<file path="src/rtl/mips_mc_sequencer.sv">
// Multi-cycle MIPS control sequencer: walks each instruction through fetch, decode,
// execute, memory, addm and write-back steps over one shared memory port with a bus timeout.
module mips_mc_sequencer (
  input  logic        clock,
  input  logic        reset,
  input  logic        except,
  input  logic [1:0]  control_type,
  input  logic        writeenable,
  input  logic        mem_read,
  input  logic        word_we,
  input  logic        byte_we,
  input  logic        addm,
  input  logic        mem_ready,
  output logic        mem_req,
  output logic        mem_fetch,
  output logic        mem_we,
  output logic        ir_we,
  output logic        mdr_we,
  output logic        pc_we,
  output logic        rf_we,
  output logic        addm_phase,
  output logic [2:0]  state,
  output logic        exc,
  output logic        bus_err,
  output logic [15:0] retired
);

  typedef enum logic [2:0] {
    S_FETCH   = 3'd0,
    S_DECODE  = 3'd1,
    S_EXEC    = 3'd2,
    S_MEM     = 3'd3,
    S_ADDM_EX = 3'd4,
    S_WB      = 3'd5,
    S_EXC     = 3'd6,
    S_BAD     = 3'd7
  } state_t;

  state_t      r_state;
  state_t      w_next;
  logic [3:0]  r_wait;
  logic        r_bus_err;
  logic [15:0] r_retired;
  logic        w_retire;
  logic        w_timeout;
  logic        w_memop;
  logic        w_store;
  logic        w_unused_ctl;

  // Branch/jump/jr all retire identically here; the PC source is chosen in the datapath.
  assign w_unused_ctl = ^control_type;

  assign w_memop = mem_read | word_we | byte_we | addm;
  assign w_store = word_we | byte_we;

  always_comb begin
    w_next     = r_state;
    mem_req    = 1'b0;
    mem_fetch  = 1'b0;
    mem_we     = 1'b0;
    ir_we      = 1'b0;
    mdr_we     = 1'b0;
    pc_we      = 1'b0;
    rf_we      = 1'b0;
    addm_phase = 1'b0;
    w_retire   = 1'b0;
    w_timeout  = 1'b0;
    case (r_state)
      S_FETCH: begin
        mem_req   = 1'b1;
        mem_fetch = 1'b1;
        if (mem_ready) begin
          ir_we  = 1'b1;
          w_next = S_DECODE;
        end else if (r_wait == 4'hF) begin
          w_timeout = 1'b1;
          w_next    = S_EXC;
        end
      end
      S_DECODE: w_next = except ? S_EXC : S_EXEC;
      S_EXEC: begin
        if (w_memop) begin
          w_next = S_MEM;
        end else if (writeenable) begin
          w_next = S_WB;
        end else begin
          pc_we    = 1'b1;
          w_retire = 1'b1;
          w_next   = S_FETCH;
        end
      end
      S_MEM: begin
        mem_req = 1'b1;
        mem_we  = w_store;
        if (mem_ready) begin
          if (w_store) begin
            pc_we    = 1'b1;
            w_retire = 1'b1;
            w_next   = S_FETCH;
          end else begin
            mdr_we = 1'b1;
            w_next = addm ? S_ADDM_EX : S_WB;
          end
        end else if (r_wait == 4'hF) begin
          w_timeout = 1'b1;
          w_next    = S_EXC;
        end
      end
      S_ADDM_EX: begin
        addm_phase = 1'b1;
        w_next     = S_WB;
      end
      S_WB: begin
        rf_we    = 1'b1;
        pc_we    = 1'b1;
        w_retire = 1'b1;
        w_next   = S_FETCH;
      end
      S_EXC:   w_next = S_EXC;
      default: w_next = S_EXC;
    endcase
    // Reset abandons whatever is in flight: no strobe may escape on the reset cycle.
    if (reset) begin
      mem_req    = 1'b0;
      mem_fetch  = 1'b0;
      mem_we     = 1'b0;
      ir_we      = 1'b0;
      mdr_we     = 1'b0;
      pc_we      = 1'b0;
      rf_we      = 1'b0;
      addm_phase = 1'b0;
      w_retire   = 1'b0;
      w_timeout  = 1'b0;
      w_next     = S_FETCH;
    end
  end

  always_ff @(posedge clock) begin
    if (reset) begin
      r_state   <= S_FETCH;
      r_wait    <= 4'd0;
      r_bus_err <= 1'b0;
      r_retired <= 16'd0;
    end else begin
      r_state <= w_next;
      if ((w_next == S_FETCH || w_next == S_MEM) && (w_next != r_state)) begin
        r_wait <= 4'd0;
      end else if (mem_req && !mem_ready && (r_wait != 4'hF)) begin
        r_wait <= r_wait + 4'd1;
      end
      if (w_timeout) begin
        r_bus_err <= 1'b1;
      end
      if (w_retire) begin
        r_retired <= r_retired + 16'd1;
      end
    end
  end

  assign state   = r_state;
  assign exc     = (r_state == S_EXC);
  assign bus_err = r_bus_err;
  assign retired = r_retired;

endmodule
</file>
<file path="config.mk">
export PLATFORM = sky130hd
export DESIGN_NAME = mips_mc_sequencer
export DESIGN_NICKNAME = d
export VERILOG_FILES = /design/src/rtl/mips_mc_sequencer.sv
export SDC_FILE = /design/constraint.sdc
export NUM_CORES = 1
export LEC_CHECK = 0
export BUFFER_PORTS_ARGS = -buffer_cell sky130_fd_sc_hd__buf_2
export CORE_ASPECT_RATIO = 0.8
export CORE_MARGIN = 2
export CORE_UTILIZATION = 35
export DETAILED_ROUTE_END_ITERATION = 6
export PLACE_DENSITY = 0.56
export SLEW_MARGIN = 20
export SYNTH_ARGS = -nofsm -noshare
export SYNTH_HDL_FRONTEND = slang
export SYNTH_SLANG_ARGS = --single-unit
</file>
<file path="constraint.sdc">
create_clock -name clock -period 2.25 [get_ports clock]
set_clock_uncertainty 0.15 [all_clocks]
set_input_delay 0.3375 -clock clock [delete_from_list [all_inputs] [get_ports clock]]
set_output_delay 0.3375 -clock clock [all_outputs]
set_load 0.005 [all_outputs]
</file>
* Word-level counts from Yosys, hierarchy flattened
Index checks and enable logic that the tools add are counted.
** Storage, ports and cells
- Logic and storage cells :: 66
- Bits of input ports :: 11
- Register bits after elaboration :: 24
- Output and inout port bits :: 29
** Cells by class
- Add/subtract/negate cells :: 2
- Mux-type cells :: 37
- Reduce and logical (&&, ||, !) cells :: 9
- Equal/unequal tests :: 10
- Bitwise operators :: 4
** Operator list (count)
- $mux 1 :: 27
- $mux 3 :: 8
- $pmux 3 s6 :: 1
- $add 16x1->16 const B :: 1
- $eq 3x2->1 const B :: 3
- $eq 3x3->1 const B :: 3
- $logic_not 3->1 :: 2
- $add 4x1->4 const B :: 1
- $eq 4x4->1 const B :: 1
- $ne 4x4->1 const B :: 1
- $or 1x1->1 :: 4
- $reduce_or 2->1 :: 2
- $eq 3x1->1 const B :: 1
- $logic_and 1x1->1 :: 3
- $ne 3x3->1 :: 1
- $pmux 1 s3 :: 1
- $logic_not 1->1 :: 1
- $logic_or 1x1->1 :: 1

* Longest topological paths before layout
Gate-level depths: netlist (run 1).
- Depth after elaboration :: 10
- Depth in mapped cells :: 8
- Depth with buffers taken out :: 6

* Worst setup path before layout (run 1)
OpenSTA, ideal clock, no wires.
- Path kind :: in2out
- From :: in word_we
- To :: out pc_we
- Path slack :: 0.316 ns
- Data required time :: 1.762 ns
- Arrival time :: 1.447 ns
- Stages :: 6
- Path buffers :: 2
- Path through :: or2_2 > a31o_2 > a32oi_2 > buf_6 > buf_2 > nor2_1
** Between the ends
- Cells in the longest elaborated chain, start to end :: 6
- Elaborated cells on any way between the ends :: 9
- Classes of those cells :: 5 x mux; 4 x bitwise
** RTL lines
- from (decl) :: RTL line 10 : input logic word_we,
- $or 1x1->1 (3 in series) :: RTL line 53 : assign w_memop = mem_read | word_we | byte_we | addm;
- $mux 1 :: RTL line 82 : if (w_memop) begin
- $pmux 1 s3 * :: RTL line 68 : case (r_state)
- $mux 1 * :: RTL line 123 : if (reset) begin
- to (decl) :: RTL line 19 : output logic pc_we,
Mark *: on every way between the ends. The rest lies on a longest branch, timed or not.

* Worst setup path after layout (run 1)
- From :: reg r_state[1] (netlist: state[1])
- To :: out pc_we
** Between the ends
- Cells in the longest elaborated chain, start to end :: 3
- Elaborated cells on any way between the ends :: 5
- Classes of those cells :: 3 x eq/ne; 2 x mux
** RTL lines
- from (decl) :: RTL line 39 : state_t r_state;
- from (signal assigned) :: RTL line 145 : r_state <= w_next;
- $eq 3x3->1 / $eq 3x2->1 (equally long branches) :: RTL line 68
- $pmux 1 s3 * :: RTL line 68
- $mux 1 * :: RTL line 123
Marked as above.

==> summary.txt, run 1 <==
Max-slew violations - 0
CTS Root Buffer Type - clkbuf_8
RSZ-0062 raised after global routing - no
PwrDens - 694 mW/mm^2
Worst skew pair latency - 0.26 ns
Combinational power share - 38.5%
Post-synthesis register bit count - 24
Iter 0 DRT Violations - 117
Post-detail-place hpwl - 2710 um
GR Overflow Total - 0
ANT cells - 0
Clock power frac - 20.4%
Worst-Margin Slew - 0.408 ns
Die H - 61.1 um
Max_cap viols - 0
Initial DRT Pass Iterations - 4
CTS buffer count - 3
F_max - 464 MHz
Clk buf depth - 2
Cell-internal power - 0.000793 W
Period minus WS final - 2.15 ns
Setup crit end kind - primary output
CORE AREA - 0.00385 sq mm
Synthesis-to-finish area growth - 24.2%
Power Total - 0.00123 W
Via count - 1466
I/O Buffers - 37
DIE AREA - 0.00461 sq mm
Final ANT Viol Nets - 0
CP max-delay cell - dfxtp_4
Gpl congestion - 0.850
Setup crit start kind - flop
Layout cell share with drive strength beyond 1 - 29.1%
Cell variety after synth - 47
Post-synthesis cell count - 173
Sequential share of the synthesized area - 33.7%
VDD IR max - 0.000324 V
WP data required - 1.76 ns
Syn_area_per_cell - 8.24 sq um
Row Count - 20
FFs w/ async S/R, synth - 0%
Synth warn - 0
TritonCTS clock tree - yes
Cell family with most CP delay - buffers and inverters
Relative slew slack - 72.8%
Initial antenna violation count - 0
Number of H-tree levels - 1
Leak - 0.693 nW
# IOs - 40
Final setup TNS - 0 ns
Via-per-instance ratio - 5.47
Switch share - 35.5%
Sequential share of power - 41.2%
P_sw - 0.000437 W
Tot GR Track Use - 16.7%
WP buf/inv - 3
Clock Sinks - 24
Critical Path Fanout Max - 31
Post-route cell area - 0.00177 sq mm
Setup CP Type - reg2out
First-pass GRT wire length - 5920 um
Placed Area - 0.00172 sq mm
Status - complete, no violations
Final setup viols - 0
Post-synth EDFFs - 0
Worst-path clk slew - 0.08 ns
Post-route DRC - 0
Vias in the first global route - 1302
Worst EP arrival - 1.67 ns
Count of final hold-check violations - 0
Effective utilization at floorplan - 37.0%
Final period utilization - 95.7%
Mapped Area - 0.00143 sq mm
WL final - 3670 um
Nets - 228
Path type of the worst min-delay path - reg2reg
Mean routed wirelength per cell - 13.7 um
Largest net degree at the start of global routing - 32
Die Wd - 75.4 um
Main synth FF type - dfxtp_1
Worst path max stage delay - 0.41 ns
Post-Syn Nets - 186
CP Cell Sequence - buf_4 > nor2b_1 > a31o_2 > a32oi_2 > buf_12 > nor2_1 > buf_2
[kinds of logic after synthesis]
logic type	synth area share [%]
buffers and inverters	4.21
flip-flops	33.7
multiplexers	2.11
adder cells (fa/ha/maj)	1.75
XOR/XNOR	2.46
AO/OA/AOI/OAI	21.1
AND/OR/NAND/NOR	34.7
[final timing paths]
check	slack [ns]	startpoint	depth (start not counted)	end
setup reg to reg	0.29	state[2]$_SDFF_PP0_	6	r_wait[1]$_SDFFE_PP0P_
hold / removal	0.34	bus_err$_SDFFE_PP0P_	1	bus_err$_SDFFE_PP0P_
hold reg to reg	0.34	bus_err$_SDFFE_PP0P_	1	bus_err$_SDFFE_PP0P_
setup / recovery	0.1	state[1]$_SDFF_PP0_	7	pc_we
[through the flow]
step                      hold slack, ns  setup WS (ns)  util (%)  cells
final                              0.337         0.0963      46.0    268
after global routing               0.351       0.000831      46.0    268
after CTS                          0.341         0.0333      45.7    268
after detailed placement           0.317          0.104      44.6    265
after global placement             0.313          0.163      44.6    265
after floorplan                    0.318          0.316         -    173
[cell usage in the layout, fill, tap and decap left out, types with 2 or more instances in the layout]
cell / synthesis / layout
mux2i_1: 3 / 3
or3_1: 4 / 4
o31ai_1: 8 / 8
nand2b_1: 2 / 2
o41ai_1: 2 / 2
ha_1: 2 / 2
nor3_1: 9 / 9
xor2_1: 3 / 3
or4b_1: 2 / 2
nand4_1: 5 / 5
nor3b_1: 3 / 3
a21oi_1: 14 / 14
nor2b_1: 3 / 3
a31oi_1: 3 / 3
nand3b_1: 4 / 4
or2_2: 3 / 3
nand3_1: 8 / 8
inv_1: 3 / 3
buf_4: 0 / 9
clkbuf_8: 0 / 3
dfxtp_1: 24 / 22
o21ai_0: 6 / 6
or4_1: 8 / 8
buf_2: 3 / 37
nand2_1: 7 / 7
nor2_1: 15 / 15
[cell type report]
class / instances / area, sq um
Timing Repair Buffer: 47 / 273
Sequential cell: 24 / 485
Tap cell: 55 / 68.8
Inverter: 3 / 11.3
Fill cell: 408 / 2080
Clock buffer: 3 / 41.3
Multi-Input combinational cell: 136 / 892
[synthesized netlist by cell type, types with 4 or more instances]
cell / n / area [sq um]
dfxtp_1: 24 / 480
nor2_1: 15 / 56.3
a21oi_1: 14 / 70.1
nor3_1: 9 / 45.0
nand3_1: 8 / 40.0
o31ai_1: 8 / 60.1
or4_1: 8 / 60.1
nand2_1: 7 / 26.3
clkbuf_1: 6 / 22.5
o21ai_0: 6 / 30.0
nand4_1: 5 / 31.3
nand3b_1: 4 / 30.0
or3_1: 4 / 25.0
[sequential cells by signal (all words and copies together), names as in the netlist]
signal	flops
r_wait	4
retired	16
state	3
bus_err	1
[power groups by stage]
stage | Sequential, W | Clock, W | Combinational [W]
after floorplan | 0.000502 | 0 | 0.000303
after global placement | 0.000510 | 0 | 0.000439
after detailed placement | 0.000511 | 0 | 0.000457
after CTS | 0.000503 | 0.000260 | 0.000461
final | 0.000506 | 0.000251 | 0.000473
after global routing | 0.000515 | 0.000276 | 0.000519
[layer usage]
layer	routed length (um)	vias to the layer above	share of wire, %	global-route usage (%)
li1	-	748	-	-
met1	1830	681	50	23.5
met2	1640	35	45	26.5
met3	191	2	5.2	3.76
met4	11	0	0.30	3.26
met5	0	-	0	0
[repair_timing]
item,CTS,global route
setup buffers,0,0
endpoints found under the setup margin,1,5
hold buffers,0,0
resized for setup,1,3
(Power assumes the default switching activity.)
==> run 2: changes to the inputs <==
Settings changed: GPL_TIMING_DRIVEN set to 0.
==> run 2 against run 1 <==
Core utilization fell by 0.23 points. Total power rose by 0.57%. Final area down 0.49%. Routed wire length rose by 2.6%. Sequential share of layout area is 0.077 points lower. Via count grew 3.2%. Critical endpoint is now retired[15]$_SDFFE_PP0P_. Largest cell class unchanged. Highest routed layer unchanged.
==> summary.txt, run 2 (synthesis results as in run 1) <==
Count of final hold-check violations - 0 (unchanged)
Tot GR Track Use - 15.9% (-0.80 points)
Setup crit start kind - primary input
Final setup TNS - 0 ns (unchanged)
Initial antenna violation count - 0 (unchanged)
Iter 0 DRT Violations - 90 (-23%)
WP data required - 2.29 ns (+0.53 ns)
Post-route DRC - 0 (unchanged)
Setup crit end kind - flop
Cell-internal power - 0.000784 W (-1.2%)
Clock power frac - 20.0% (-0.4 points)
CTS Root Buffer Type - clkbuf_8
Largest net degree at the start of global routing - 20 (-38%)
Initial DRT Pass Iterations - 4 (unchanged)
CTS buffer count - 3 (unchanged)
Leak - 0.665 nW (-4.0%)
RSZ-0062 raised after global routing - no
Post-route cell area - 0.00176 sq mm (-0.49%)
Row Count - 20 (unchanged)
Commonest non-fill, non-tap cell in the layout - buf_2
WL final - 3770 um (+2.6%)
Die Wd - 75.4 um (unchanged)
Final period utilization - 95.2% (-0.48 points)
Placed Area - 0.00168 sq mm (-2.3%)
Final setup viols - 0 (unchanged)
Sequential share of power - 40.9% (-0.3 points)
Final ANT Viol Nets - 0 (unchanged)
Mean routed wirelength per cell - 14.0 um (+2.2%)
Most frequent cells in the layout - buf_2 (38), dfxtp_1 (23), nor2_1 (15), a21oi_1 (14), nor3_1 (9)
F_max - 467 MHz (+0.50%)
Clock Sinks - 24 (unchanged)
DIE AREA - 0.00461 sq mm (unchanged)
Post-detail-place hpwl - 2760 um (+1.6%)
Status - complete, no violations
Relative slew slack - 68.8% (-4.0 points)
PwrDens - 702 mW/mm^2 (+1.1%)
TritonCTS clock tree - yes
Vias in the first global route - 1161 (-11%)
Power Total - 0.00124 W (+0.57%)
Nets - 229 (+0.44%)
Worst skew pair latency - 0.26 ns (about the same)
Post-placement cell count - 265 (unchanged)
WHS - 0.340 ns (+0.00370 ns)
Layout cell share with drive strength beyond 1 - 26.6% (-2.5 points)
Via count - 1513 (+3.2%)
Synthesis-to-finish area growth - 23.6%
Worst EP arrival - 2.18 ns (+0.51 ns)
CORE AREA - 0.00385 sq mm (unchanged)
Max-slew violations - 0 (unchanged)
Path type of the worst min-delay path - reg2reg
Number of H-tree levels - 1 (unchanged)
Period minus WS final - 2.14 ns (-0.0108 ns)
Non-filler cells, final - 269 (+0.37%)
Max reg flops - 16 (unchanged)
Gpl congestion - 0.862 (+1.4%)
I/O Buffers - 37 (unchanged)
P_sw - 0.000453 W (+3.7%)
Max_cap viols - 0 (unchanged)
Worst-Margin Slew - 0.468 ns (+0.0602 ns)
Clk buf depth - 2 (unchanged)
# IOs - 40 (unchanged)
Setup CP Type - in2reg
ANT cells - 0 (unchanged)
Die H - 61.1 um (unchanged)
GR Overflow Total - 0 (unchanged)
VDD IR max - 0.000358 V (+10%)
Critical Path Fanout Max - 8 (-74%)
Effective utilization at floorplan - 37.0% (unchanged)
Switch share - 36.6% (+1.1 points)
Via-per-instance ratio - 5.62 (+2.8%)
First-pass GRT wire length - 5600 um (-5.5%)
Worst-path clk slew - 0.08 ns (about the same)
Combinational power share - 39.0% (+0.5 points)
==> run 2: power groups by stage <==
stage	logic, W	clock network (W)	registers (W)
after global placement	0.000429	0	0.000508
after floorplan	0.000303	0	0.000502
final	0.000483	0.000248	0.000506
after global routing	0.000532	0.000277	0.000513
after CTS	0.000438	0.000260	0.000501
after detailed placement	0.000436	0	0.000509
==> run 2: final timing paths <==
| kind | start | to | slack [ns] | depth (start not counted) |
|---|---|---|---|---|
| hold reg to reg | bus_err$_SDFFE_PP0P_ | bus_err$_SDFFE_PP0P_ | 0.34 | 1 |
| setup reg to reg | state[1]$_SDFF_PP0_ | retired[15]$_SDFFE_PP0P_ | 0.17 | 7 |
| hold / removal | bus_err$_SDFFE_PP0P_ | bus_err$_SDFFE_PP0P_ | 0.34 | 1 |
| setup / recovery | word_we | retired[15]$_SDFFE_PP0P_ | 0.11 | 8 |
==> run 2: cell type report <==
type / instances / area (sq um)
plain buffers: 9 / 50.0
clock buffers: 3 / 41.3
well taps: 55 / 68.8
fillers: 406 / 2090
repair buffers: 39 / 200
inverters: 3 / 11.3
flip-flops and latches: 24 / 482
multi-input cells: 136 / 910
==> run 2: what timing repair did <==
action / 4_1_cts / 5_1_grt
pin swaps: 0 / 0
setup buffers: 0 / 2
endpoints found under the setup margin: 1 / 6
resized for setup: 2 / 4
hold buffers: 0 / 0
==> run 2: critical path, stage by stage <==
cell and delay [ns]:
buf_2 0.14, nor4_4 0.34, and2b_1 0.24, a32oi_4 0.14, buf_6 0.16, buf_4 0.16, or4_1 0.50, a21oi_1 0.15
==> run 2: per-layer routing <==
layer	part of all wire, %	track usage (%)	wire length [um]
met1	50	24.6	1890
met2	44	22.6	1640
met3	5.8	3.93	220
met4	0.29	2.26	11
met5	0	0	0
==> run 2: through the flow <==
step / setup WS, ns / util (%)
3_3_place_gp: -0.0862 / 43.6
6_report: 0.107 / 45.7
2_1_floorplan: 0.316 / -
5_1_grt: 0.00400 / 45.7
4_1_cts: 0.0220 / 44.6
3_5_place_dp: -0.107 / 43.6
